## src/rtl/alu_ctrl_pkg.sv

```systemverilog
// alu_ctrl_pkg: shared encodings for the ALU control sequencer.
// Holds op codes, control classes, instruction opcodes, state codes.
package alu_ctrl_pkg;

  localparam logic [2:0] OP_ADD = 3'b000;
  localparam logic [2:0] OP_SUB = 3'b001;
  localparam logic [2:0] OP_AND = 3'b010;
  localparam logic [2:0] OP_OR  = 3'b011;
  localparam logic [2:0] OP_SLL = 3'b100;
  localparam logic [2:0] OP_SRL = 3'b101;
  localparam logic [2:0] OP_MUL = 3'b110;
  localparam logic [2:0] OP_SLT = 3'b111;

  localparam logic [1:0] CTL_ADD = 2'b00;
  localparam logic [1:0] CTL_SUB = 2'b01;
  localparam logic [1:0] CTL_OPC = 2'b10;
  localparam logic [1:0] CTL_SLT = 2'b11;

  localparam logic [3:0] OPC_ADD = 4'd1;
  localparam logic [3:0] OPC_SUB = 4'd2;
  localparam logic [3:0] OPC_AND = 4'd3;
  localparam logic [3:0] OPC_OR  = 4'd4;
  localparam logic [3:0] OPC_SLL = 4'd5;
  localparam logic [3:0] OPC_SRL = 4'd6;
  localparam logic [3:0] OPC_MUL = 4'd7;
  localparam logic [3:0] OPC_SLT = 4'd8;

  localparam logic [1:0] ST_IDLE = 2'b00;
  localparam logic [1:0] ST_RUN  = 2'b01;
  localparam logic [1:0] ST_DONE = 2'b10;

  typedef struct packed {
    logic [2:0] op;
    logic       illegal;
    logic       iter;
  } dec_t;

endpackage

```

## src/rtl/alu_ctrl_seq_if.sv

```systemverilog
// alu_ctrl_seq_if: request/response bundle of the ALU sequencer.
// master drives Start/ALUControl/Opcode/A/B; slave returns results.
interface alu_ctrl_seq_if #(
  parameter int DATA_W = 16,
  parameter int OPC_W  = 4
);
  logic              Start;
  logic [1:0]        ALUControl;
  logic [OPC_W-1:0]  Opcode;
  logic [DATA_W-1:0] A;
  logic [DATA_W-1:0] B;
  logic [2:0]        ALUOpCode;
  logic [DATA_W-1:0] Result;
  logic              Zero;
  logic              Busy;
  logic              Done;
  logic              Illegal;

  modport master (
    output Start, ALUControl, Opcode, A, B,
    input  ALUOpCode, Result, Zero,
    input  Busy, Done, Illegal
  );

  modport slave (
    input  Start, ALUControl, Opcode, A, B,
    output ALUOpCode, Result, Zero,
    output Busy, Done, Illegal
  );
endinterface

```

## src/rtl/alu_ctrl_decode.sv

```systemverilog
// alu_ctrl_decode: ctrl class + opcode -> op, illegal, iterative.
// Ports: ctrl, opcode in; dec out. Macro ALU_CTRL_SEQ_MUL_EN adds MUL.
import alu_ctrl_pkg::*;

module alu_ctrl_decode #(
  parameter int OPC_W = 4
) (
  input  logic [1:0]       ctrl,
  input  logic [OPC_W-1:0] opcode,
  output dec_t             dec
);

  always_comb begin
    dec.op      = OP_ADD;
    dec.illegal = 1'b0;
    dec.iter    = 1'b0;
    unique case (ctrl)
      CTL_ADD: dec.op = OP_ADD;
      CTL_SUB: dec.op = OP_SUB;
      CTL_SLT: dec.op = OP_SLT;
      default: begin
        unique case (1'b1)
          opcode == OPC_W'(OPC_ADD):
            dec.op = OP_ADD;
          opcode == OPC_W'(OPC_SUB):
            dec.op = OP_SUB;
          opcode == OPC_W'(OPC_AND):
            dec.op = OP_AND;
          opcode == OPC_W'(OPC_OR):
            dec.op = OP_OR;
          opcode == OPC_W'(OPC_SLL): begin
            dec.op   = OP_SLL;
            dec.iter = 1'b1;
          end
          opcode == OPC_W'(OPC_SRL): begin
            dec.op   = OP_SRL;
            dec.iter = 1'b1;
          end
`ifdef ALU_CTRL_SEQ_MUL_EN
          opcode == OPC_W'(OPC_MUL): begin
            dec.op   = OP_MUL;
            dec.iter = 1'b1;
          end
`endif
          opcode == OPC_W'(OPC_SLT):
            dec.op = OP_SLT;
          default:
            dec.illegal = 1'b1;
        endcase
      end
    endcase
  end

endmodule

```

## src/rtl/alu_ctrl_seq.sv

```systemverilog
// alu_ctrl_seq: IDLE/RUN/DONE sequencer with iterative shift/MUL ALU.
// Ports: CLK, Reset (async, high), bus (slave). Macro ALU_CTRL_SEQ_MUL_EN.
import alu_ctrl_pkg::*;

module alu_ctrl_seq #(
  parameter int DATA_W = 16,
  parameter int OPC_W  = 4
) (
  input logic           CLK,
  input logic           Reset,
  alu_ctrl_seq_if.slave bus
);

  localparam int SHW = $clog2(DATA_W);
  localparam int CW  = SHW + 1;

  dec_t dec;

  alu_ctrl_decode #(.OPC_W(OPC_W)) u_dec (
    .ctrl   (bus.ALUControl),
    .opcode (bus.Opcode),
    .dec    (dec)
  );

  logic [1:0]        state;
  logic [CW-1:0]     cnt;
  logic [DATA_W-1:0] w;
  logic [DATA_W-1:0] result;
  logic              zero;
  logic [2:0]        op_r;
  logic              ill_r;

  logic              accept;
  logic [CW-1:0]     n_acc;
  logic [DATA_W-1:0] quick;
  logic [DATA_W-1:0] step;
  logic              lt;

  // Start is only heard outside RUN; DONE may accept directly.
  assign accept = bus.Start && (state != ST_RUN);
  assign lt     = $signed(bus.A) < $signed(bus.B);

  always_comb begin
    n_acc = '0;
    if (dec.iter) begin
      if (dec.op == OP_SLL || dec.op == OP_SRL)
        n_acc = CW'(bus.B[SHW-1:0]);
      else
        n_acc = CW'(DATA_W);
    end
  end

  // Shifts by zero land here too and simply pass A through.
  always_comb begin
    quick = bus.A;
    unique case (dec.op)
      OP_ADD:  quick = bus.A + bus.B;
      OP_SUB:  quick = bus.A - bus.B;
      OP_AND:  quick = bus.A & bus.B;
      OP_OR:   quick = bus.A | bus.B;
      OP_SLT:  quick = {{(DATA_W-1){1'b0}}, lt};
      default: quick = bus.A;
    endcase
  end

`ifdef ALU_CTRL_SEQ_MUL_EN
  logic [DATA_W-1:0] acc;
  logic [DATA_W-1:0] mp;

  // For MUL, w is the multiplicand shifted up each step.
  always_comb begin
    step = acc + (mp[0] ? w : '0);
    unique case (op_r)
      OP_SLL:  step = w << 1;
      OP_SRL:  step = w >> 1;
      default: step = acc + (mp[0] ? w : '0);
    endcase
  end
`else
  always_comb begin
    step = (op_r == OP_SLL) ? (w << 1) : (w >> 1);
  end
`endif

  always_ff @(posedge CLK or posedge Reset) begin
    if (Reset) begin
      state  <= ST_IDLE;
      cnt    <= '0;
      w      <= '0;
      result <= '0;
      zero   <= 1'b1;
      op_r   <= OP_ADD;
      ill_r  <= 1'b0;
`ifdef ALU_CTRL_SEQ_MUL_EN
      acc    <= '0;
      mp     <= '0;
`endif
    end else if (accept) begin
      op_r  <= dec.op;
      ill_r <= dec.illegal;
      w     <= bus.A;
`ifdef ALU_CTRL_SEQ_MUL_EN
      acc   <= '0;
      mp    <= bus.B;
`endif
      if (dec.iter && n_acc != '0) begin
        state <= ST_RUN;
        cnt   <= n_acc;
      end else begin
        state  <= ST_DONE;
        cnt    <= '0;
        result <= quick;
        zero   <= (quick == '0);
      end
    end else if (state == ST_RUN) begin
`ifdef ALU_CTRL_SEQ_MUL_EN
      if (op_r == OP_MUL) begin
        acc <= step;
        w   <= w << 1;
        mp  <= mp >> 1;
      end else begin
        w <= step;
      end
`else
      w <= step;
`endif
      cnt <= cnt - 1'b1;
      // Port result only moves on the final step.
      if (cnt == CW'(1)) begin
        state  <= ST_DONE;
        result <= step;
        zero   <= (step == '0);
      end
    end else if (state == ST_DONE) begin
      state <= ST_IDLE;
    end
  end

  assign bus.Result    = result;
  assign bus.Zero      = zero;
  assign bus.ALUOpCode = op_r;
  assign bus.Illegal   = ill_r;
  assign bus.Busy      = (state == ST_RUN);
  assign bus.Done      = (state == ST_DONE);

endmodule

```

## src/flat_wrapper.sv

```systemverilog
// flat-port wrapper written by rule: the top's interface ports become plain ports
module alu_ctrl_seq_flat 
#(
  parameter int DATA_W = 16,
  parameter int OPC_W  = 4
)
  (CLK, Reset, bus_Start, bus_ALUControl, bus_Opcode, bus_A, bus_B, bus_ALUOpCode, bus_Result, bus_Zero, bus_Busy, bus_Done, bus_Illegal);
  alu_ctrl_seq_if #(.DATA_W(DATA_W), .OPC_W(OPC_W)) bus_i ();
  input logic CLK;
  input logic Reset;
  input wire logic [$bits(bus_i.Start)-1:0] bus_Start;
  input wire logic [$bits(bus_i.ALUControl)-1:0] bus_ALUControl;
  input wire logic [$bits(bus_i.Opcode)-1:0] bus_Opcode;
  input wire logic [$bits(bus_i.A)-1:0] bus_A;
  input wire logic [$bits(bus_i.B)-1:0] bus_B;
  output wire logic [$bits(bus_i.ALUOpCode)-1:0] bus_ALUOpCode;
  output wire logic [$bits(bus_i.Result)-1:0] bus_Result;
  output wire logic [$bits(bus_i.Zero)-1:0] bus_Zero;
  output wire logic [$bits(bus_i.Busy)-1:0] bus_Busy;
  output wire logic [$bits(bus_i.Done)-1:0] bus_Done;
  output wire logic [$bits(bus_i.Illegal)-1:0] bus_Illegal;
  assign bus_i.Start = bus_Start;
  assign bus_i.ALUControl = bus_ALUControl;
  assign bus_i.Opcode = bus_Opcode;
  assign bus_i.A = bus_A;
  assign bus_i.B = bus_B;
  assign bus_ALUOpCode = bus_i.ALUOpCode;
  assign bus_Result = bus_i.Result;
  assign bus_Zero = bus_i.Zero;
  assign bus_Busy = bus_i.Busy;
  assign bus_Done = bus_i.Done;
  assign bus_Illegal = bus_i.Illegal;
  alu_ctrl_seq #(.DATA_W(DATA_W), .OPC_W(OPC_W)) u_core (.CLK(CLK), .Reset(Reset), .bus(bus_i));
endmodule
```

## config.mk

```make
export PLATFORM = sky130hd
export DESIGN_NAME = alu_ctrl_seq_flat
export DESIGN_NICKNAME = d
export VERILOG_FILES = /design/src/rtl/alu_ctrl_pkg.sv /design/src/rtl/alu_ctrl_seq_if.sv /design/src/rtl/alu_ctrl_decode.sv /design/src/rtl/alu_ctrl_seq.sv /design/src/flat_wrapper.sv
export SDC_FILE = /design/constraint.sdc
export NUM_CORES = 1
export LEC_CHECK = 0
export BUFFER_PORTS_ARGS = -buffer_cell sky130_fd_sc_hd__buf_2
export CAP_MARGIN = 0
export CELL_PAD_IN_SITES_DETAIL_PLACEMENT = 0
export CELL_PAD_IN_SITES_GLOBAL_PLACEMENT = 1
export CORE_MARGIN = 5
export CORE_UTILIZATION = 45
export DETAILED_ROUTE_END_ITERATION = 16
export HOLD_SLACK_MARGIN = 0.05
export PLACE_DENSITY_LB_ADDON = 0.1
export SLEW_MARGIN = 20
export SYNTH_ARGS = -nofsm -noshare
export SYNTH_HDL_FRONTEND = slang
export SYNTH_SLANG_ARGS = --single-unit
```

## constraint.sdc

```tcl
create_clock -name CLK -period 4.12 [get_ports CLK]
set_input_delay 0.206 -clock CLK [delete_from_list [all_inputs] [get_ports CLK]]
set_output_delay 0.206 -clock CLK [all_outputs]
set_load 0.01 [all_outputs]
```

== Word-level counts from Yosys, hierarchy flattened ==
Cells that the tools add are included.
Widths: inputs -> output; s select.

* Logic and storage cells: 78
* Input bits: 41
* Output and inout port bits: 23
* Flip-flop bits (word level): 44

* Bitwise logic cells: 2
* Reductions and logical operators: 16
* Eq/ne operators: 22
* Add/subtract/negate cells: 3
* $lt $le $gt $ge: 1
* Multiplexer cells: 27

{| class="wikitable"
|+ Operators with widths
! cell !! number
|-
| $mux 16 || 7
|-
| $pmux 16 s5 || 1
|-
| $logic_not 16->1 || 2
|-
| $mux 5 || 5
|-
| $pmux 3 s6 || 1
|-
| $add 16x16->16 || 1
|-
| $and 16x16->16 || 1
|-
| $lt 16x16->1 || 1
|-
| $or 16x16->16 || 1
|-
| $sub 16x16->16 || 1
|-
| $eq 3x3->1 const B || 4
|-
| $eq 4x3->1 const B || 3
|-
| $mux 2 || 6
|-
| $pmux 3 s3 || 1
|-
| $eq 4x2->1 const B || 2
|-
| $reduce_or 7->1 || 1
|-
| $eq 3x2->1 const B || 2
|-
| $mux 1 || 6
|-
| $eq 5x1->1 const B || 1
|-
| $reduce_bool 5->1 || 1
|-
| $sub 5x1->5 const B || 1
|-
| $eq 2x1->1 const B || 2
|-
| $eq 2x2->1 const B || 2
|-
| $eq 4x1->1 const B || 1
|-
| other kinds (15) || 17
|}

== Longest topological paths before layout ==
* Word-level depth: 11
* Mapped depth: 12
* Mapped depth without buffers: 12

== Cells and area by module ==
From an unflattened synthesis, not the netlist that was laid out.

* Cell total of the unflattened synthesis: 649
* Area total of the unflattened synthesis: 5122.4 um^2

{| class="wikitable"
|+ By module, submodules not included
! module !! instances !! cells an instance !! area each (um^2) !! seq. area each (um^2)
|-
| alu_ctrl_seq || 1 || 623 || 4947.2 || 1102.3
|-
| alu_ctrl_decode || 1 || 26 || 175.2 || 0.0
|}

== Least setup slack after synthesis ==
Ideal clock, no wire load.

* Path kind: input -> register
* Start: input port bus_B[4]
* End: register u_core.zero, in the netlist u_core.bus.Zero
* Slack: 1.051 ns
* Stages: 11
* Setup time: 0.097 ns
* Data arrival time: 2.971 ns
* Required time: 4.023 ns
* Path buffers: 1
* Cell sequence: inv_1 -> ha_1 -> buf_4 -> nor4_2 -> nor3_1 -> a221oi_2 -> o21ai_1 -> or4_1 -> a2111o_1 -> or4_1 -> o41ai_2

* Cells in the longest elaborated chain, start to end: 5
* Elaborated cells between the ends (all ways): 9
* Those cells by class: add/sub: 2; order compare: 1; mux: 3; bitwise: 2; reduce/logical: 1

{| class="wikitable"
|+ RTL lines
! item !! line !! source
|-
| from (decl) || flat_wrapper.sv:15 || <nowiki>input wire logic [$bits(bus_i.B)-1:0] bus_B;</nowiki>
|-
| $sub 16x16->16 (tied with other cells) || alu_ctrl_seq.sv:58 || <nowiki>OP_SUB: quick = bus.A - bus.B;</nowiki>
|-
| $pmux 16 s5 (*) || alu_ctrl_seq.sv:56 || <nowiki>unique case (dec.op)</nowiki>
|-
| $logic_not 16->1 (*) || alu_ctrl_seq.sv:113 || <nowiki>zero <= (quick == '0);</nowiki>
|-
| $mux 1 (*) || alu_ctrl_seq.sv:106 || <nowiki>if (dec.iter && n_acc != '0) begin</nowiki>
|-
| $mux 1 (*) || alu_ctrl_seq.sv:98 || <nowiki>end else if (accept) begin</nowiki>
|-
| to (signal assigned) || alu_ctrl_seq.sv:113 ||
|-
| to (signal assigned) || alu_ctrl_seq.sv:132 || <nowiki>zero <= (step == '0);</nowiki>
|-
| to (decl) || alu_ctrl_seq.sv:29 || <nowiki>logic zero;</nowiki>
|}

Every way passes the cells marked *; elsewhere a longest branch is shown, timed or not. The select of a mux whose other input is x is not followed.
A chain may end at the register's enable or synchronous reset.

== Worst setup path after layout ==
* Start: input port bus_A[4]
* End: register u_core.zero, in the netlist u_core.bus.Zero

* Cells in the longest elaborated chain, start to end: 5
* Elaborated cells between the ends (all ways): 9
* Those cells by class: add/sub: 2; order compare: 1; mux: 3; bitwise: 2; reduce/logical: 1

{| class="wikitable"
|+ RTL lines
! item !! line !! source
|-
| from (decl) || flat_wrapper.sv:14 || <nowiki>input wire logic [$bits(bus_i.A)-1:0] bus_A;</nowiki>
|-
| $sub 16x16->16 (tied with other cells) || alu_ctrl_seq.sv:58 ||
|-
| $pmux 16 s5 (*) || alu_ctrl_seq.sv:56 ||
|-
| $logic_not 16->1 (*) || alu_ctrl_seq.sv:113 ||
|-
| $mux 1 (*) || alu_ctrl_seq.sv:106 ||
|-
| $mux 1 (*) || alu_ctrl_seq.sv:98 ||
|}

Marked as above.

==> results.yml <==
run_status:
  outcome: "complete, no violations"
power:
  finalPower_mw: 1.43
  peakVddDrop_uv: 200
  power_density_mw_per_mm2: 261
  leakagePower_nw: 2.48
critical_path:
  cpPeakStageDelay_ns: 0.57
  cpMostUsedCell: "or4_1"
  worstPathArrival_ns: 3.54
  cpMaxStageDelayCell: "or4_1"
  crit_path_end_kind: "flop"
  cp-start-kind: "input pin"
  worstSetupPathType: "in -> reg"
  rrSetupSlack_ns: 1.01
  path_max_fanout: 11
  crit_required_ns: 4.34
  rr_endpoint: "u_core.bus.Zero"
  reg2reg_from: "u_core.state[1]"
  crit_family: "simple AND/OR/NAND/NOR gates"
  crit_buf_inv: 2
  path_cells: "buf_2, inv_1, ha_1, nor4_2, nor3_1, a221oi_2, o21ai_1, or4_1, a2111o_1, or4_1, o41ai_2"
  r2r_cells: 10
die:
  die_y_microns: 116
  die_area_sq_mm: 0.0134
  dieWidth_microns: 116
  coreArea_sq_mm: 0.0109
  std_cell_rows: 38
  pin_count: 64
  initial_core_util_pct: 46.3
sta:
  skew_ns: 0.00667
  rsz0062_at_grt: "false"
  post-route-min-period_ns: 3.32
  hold_viol_final: 0
  fmax_mhz: 301
  tns_ns: 0
  worstMarginPinSlew_ns: 0.951
  slew_violations: 0
  final-setup-viol-count: 0
  fin_crit_sh_pct: 80.6
  relSlewSlack_pct: 36.5
clocking:
  ctsHoldBuffers: 0
  numCtsBuffers: 5
  h-tree-depth: 2
  cts_sinks: 44
  insertion_delay_ns: 0.30
  clockRootBuffer: "clkbuf_8"
  post_cts_buffers: 0
  cts_tree: "done"
  ctsResizeCount: 0
  clock_path_buffers: 2
  clkSlewWorstSetupHoldPaths_ns: 0.09
yosys:
  synth_seq_area_share_pct: 21.9
  synth_compound_area_share_pct: 31.1
  yosysUniqueCellTypes: 79
  synthMuxAreaShare_pct: 4.05
  yosys.area_share.xor_xnor_pct: 2.09
  synth.avg_cell_area_sq_um: 8.15
  syn_nets: 720
  synth_area_sq_mm: 0.00504
  synthAdderAreaFrac_pct: 15.5
  synth_top_family_by_area: "compound AO/OA/AOI/OAI gates"
  ys_ff_latch: 44
  netlist_instances: 618
  synth_top_flop_cell: "dfrtp_1"
  ys_async_sr_fraction_pct: 100
  yosys.area_share.simple_pct: 17.1
  yosys_warnings: 0
  synth_edf_count: 0
grt:
  grt_pass1_wl_mm: 24.4
  track_usage_pct: 23.0
  overflow: 0
  grt_max_degree: 46
  antenna_found_initial: 0
  grt_pass1_vias: 4464
placed_design:
  dp_hpwl_mm: 11.9
  portBuffers: 63
  gp_congestion: 0.954
cells_and_area:
  drive_above_1_share_pct: 17.4
  antennaDiodeCount: 0
  syn_to_final_growth_pct: 8.77
  nets: 756
drt:
  wl_per_cell_microns: 19.5
  drc: 0
  ant_nets: 0
  drt_iter0_markers: 407
  drt_wl_total_mm: 15.5
  drtPass1Iterations: 5
  viasPerCell: 6.04
  vias: 4802
flow_run:
  cap_violations: 0
min_path:
  min_path_type: "in -> async"
-- cells by family (layout without fill, tap and decap cells) --
family	Yosys count	count (layout)
AOI/OAI and AO/OA	222	222
xor gates and xnor gates	12	12
adders and majority gates	61	61
buffers and inverters	95	132
DFF	44	44
muxes	20	20
and+or+nand+nor	164	164
-- synth_stat cells, types with 7 or more instances --
cell      number  area (sq um)
o21bai_1       7          52.6
inv_1         50           188
nand3_1        8          40.0
dfrtp_1       43          1080
xnor2_1        9          78.8
a221oi_1       7          61.3
buf_6          7          78.8
o211ai_1       7          52.6
nor3_1         9          45.0
o21ai_0       34           170
clkbuf_1      30           113
a21o_1         7          52.6
a211oi_1      18           135
mux2i_1       17           170
ha_1          59           738
a21oi_1       62           310
a31oi_1        7          43.8
nand2_1       32           120
nor2b_1       21           131
nor2_1        54           203
-- area by class of cell --
class	count	area, sq um
Sequential cell	44	1100
Inverter	52	195
Clock buffer	8	100
Timing Repair Buffer	72	383
Fill cell	1085	5410
Multi-Input combinational cell	479	3520
Tap cell	140	175
-- through the flow --
| step | cell area (sq um) | hold WS, ns | instances | setup WS (ns) | util, % |
|---|---|---|---|---|---|
| 2_1_floorplan | 5040 | 0.372 | 618 | 1.05 | - |
| 3_3_place_gp | 5380 | 0.467 | 787 | 0.584 | 49.4 |
| 3_5_place_dp | 5380 | 0.473 | 787 | 0.538 | 49.4 |
| 4_1_cts | 5480 | 0.141 | 795 | 0.858 | 50.3 |
| 5_1_grt | 5480 | 0.192 | 795 | 0.676 | 50.3 |
| 6_report | 5480 | 0.106 | 795 | 0.798 | 50.3 |
-- cell usage in the layout, fill, tap and decap left out, drive strengths merged, types with 4 or more instances in the layout --
cell,count
buf,72
a21oi,62
ha,59
nor2,54
inv,52
dfrtp,43
o21ai,40
nand2,33
nor2b,21
a211oi,20
mux2i,17
a221oi,10
xnor2,9
nor3,9
nand3,8
clkbuf,8
a21o,7
o211ai,7
o21bai,7
a31oi,7
nand4,6
a221o,5
o221a,5
nor4,5
o31ai,4
o221ai,4
nand2b,4
and2,4
-- layer usage --
layer / vias to the layer above / part of all wire [%] / GRT usage (%)
li1: 2325 / - / -
met1: 2296 / 46 / 32.8
met2: 161 / 46 / 36.7
met3: 20 / 6.3 / 2.82
met4: 0 / 1.9 / 6.11
met5: - / 0 / 0
-- worst max-delay path by stage --
stage          cells after the start     start               to  slack [ns]
5_1_grt                           13  bus_A[0]  u_core.bus.Zero        0.68
3_5_place_dp                      12  bus_B[1]  u_core.bus.Zero        0.54
3_3_place_gp                      11  bus_A[4]  u_core.bus.Zero        0.58
6_report                          11  bus_A[4]  u_core.bus.Zero        0.80
4_1_cts                           12  bus_B[1]  u_core.bus.Zero        0.86
2_1_floorplan                     11  bus_B[4]  u_core.bus.Zero        1.05
-- state kept, by name, summed over array words and instances, names as in the netlist --
register / cells
u_core.bus.Illegal: 1
u_core.bus.Zero: 1
u_core.cnt: 5
u_core.w: 16
u_core.bus.ALUOpCode: 3
u_core.bus.Result: 16
u_core.state: 2
-- power breakdown --
part | switching [mW] | total [mW] | internal, mW
clock | 0.151 | 0.305 | 0.153
sequential | 0.0320 | 0.514 | 0.482
combinational | 0.375 | 0.613 | 0.239
total | 0.558 | 1.43 | 0.874
(Power assumes the default switching activity.)
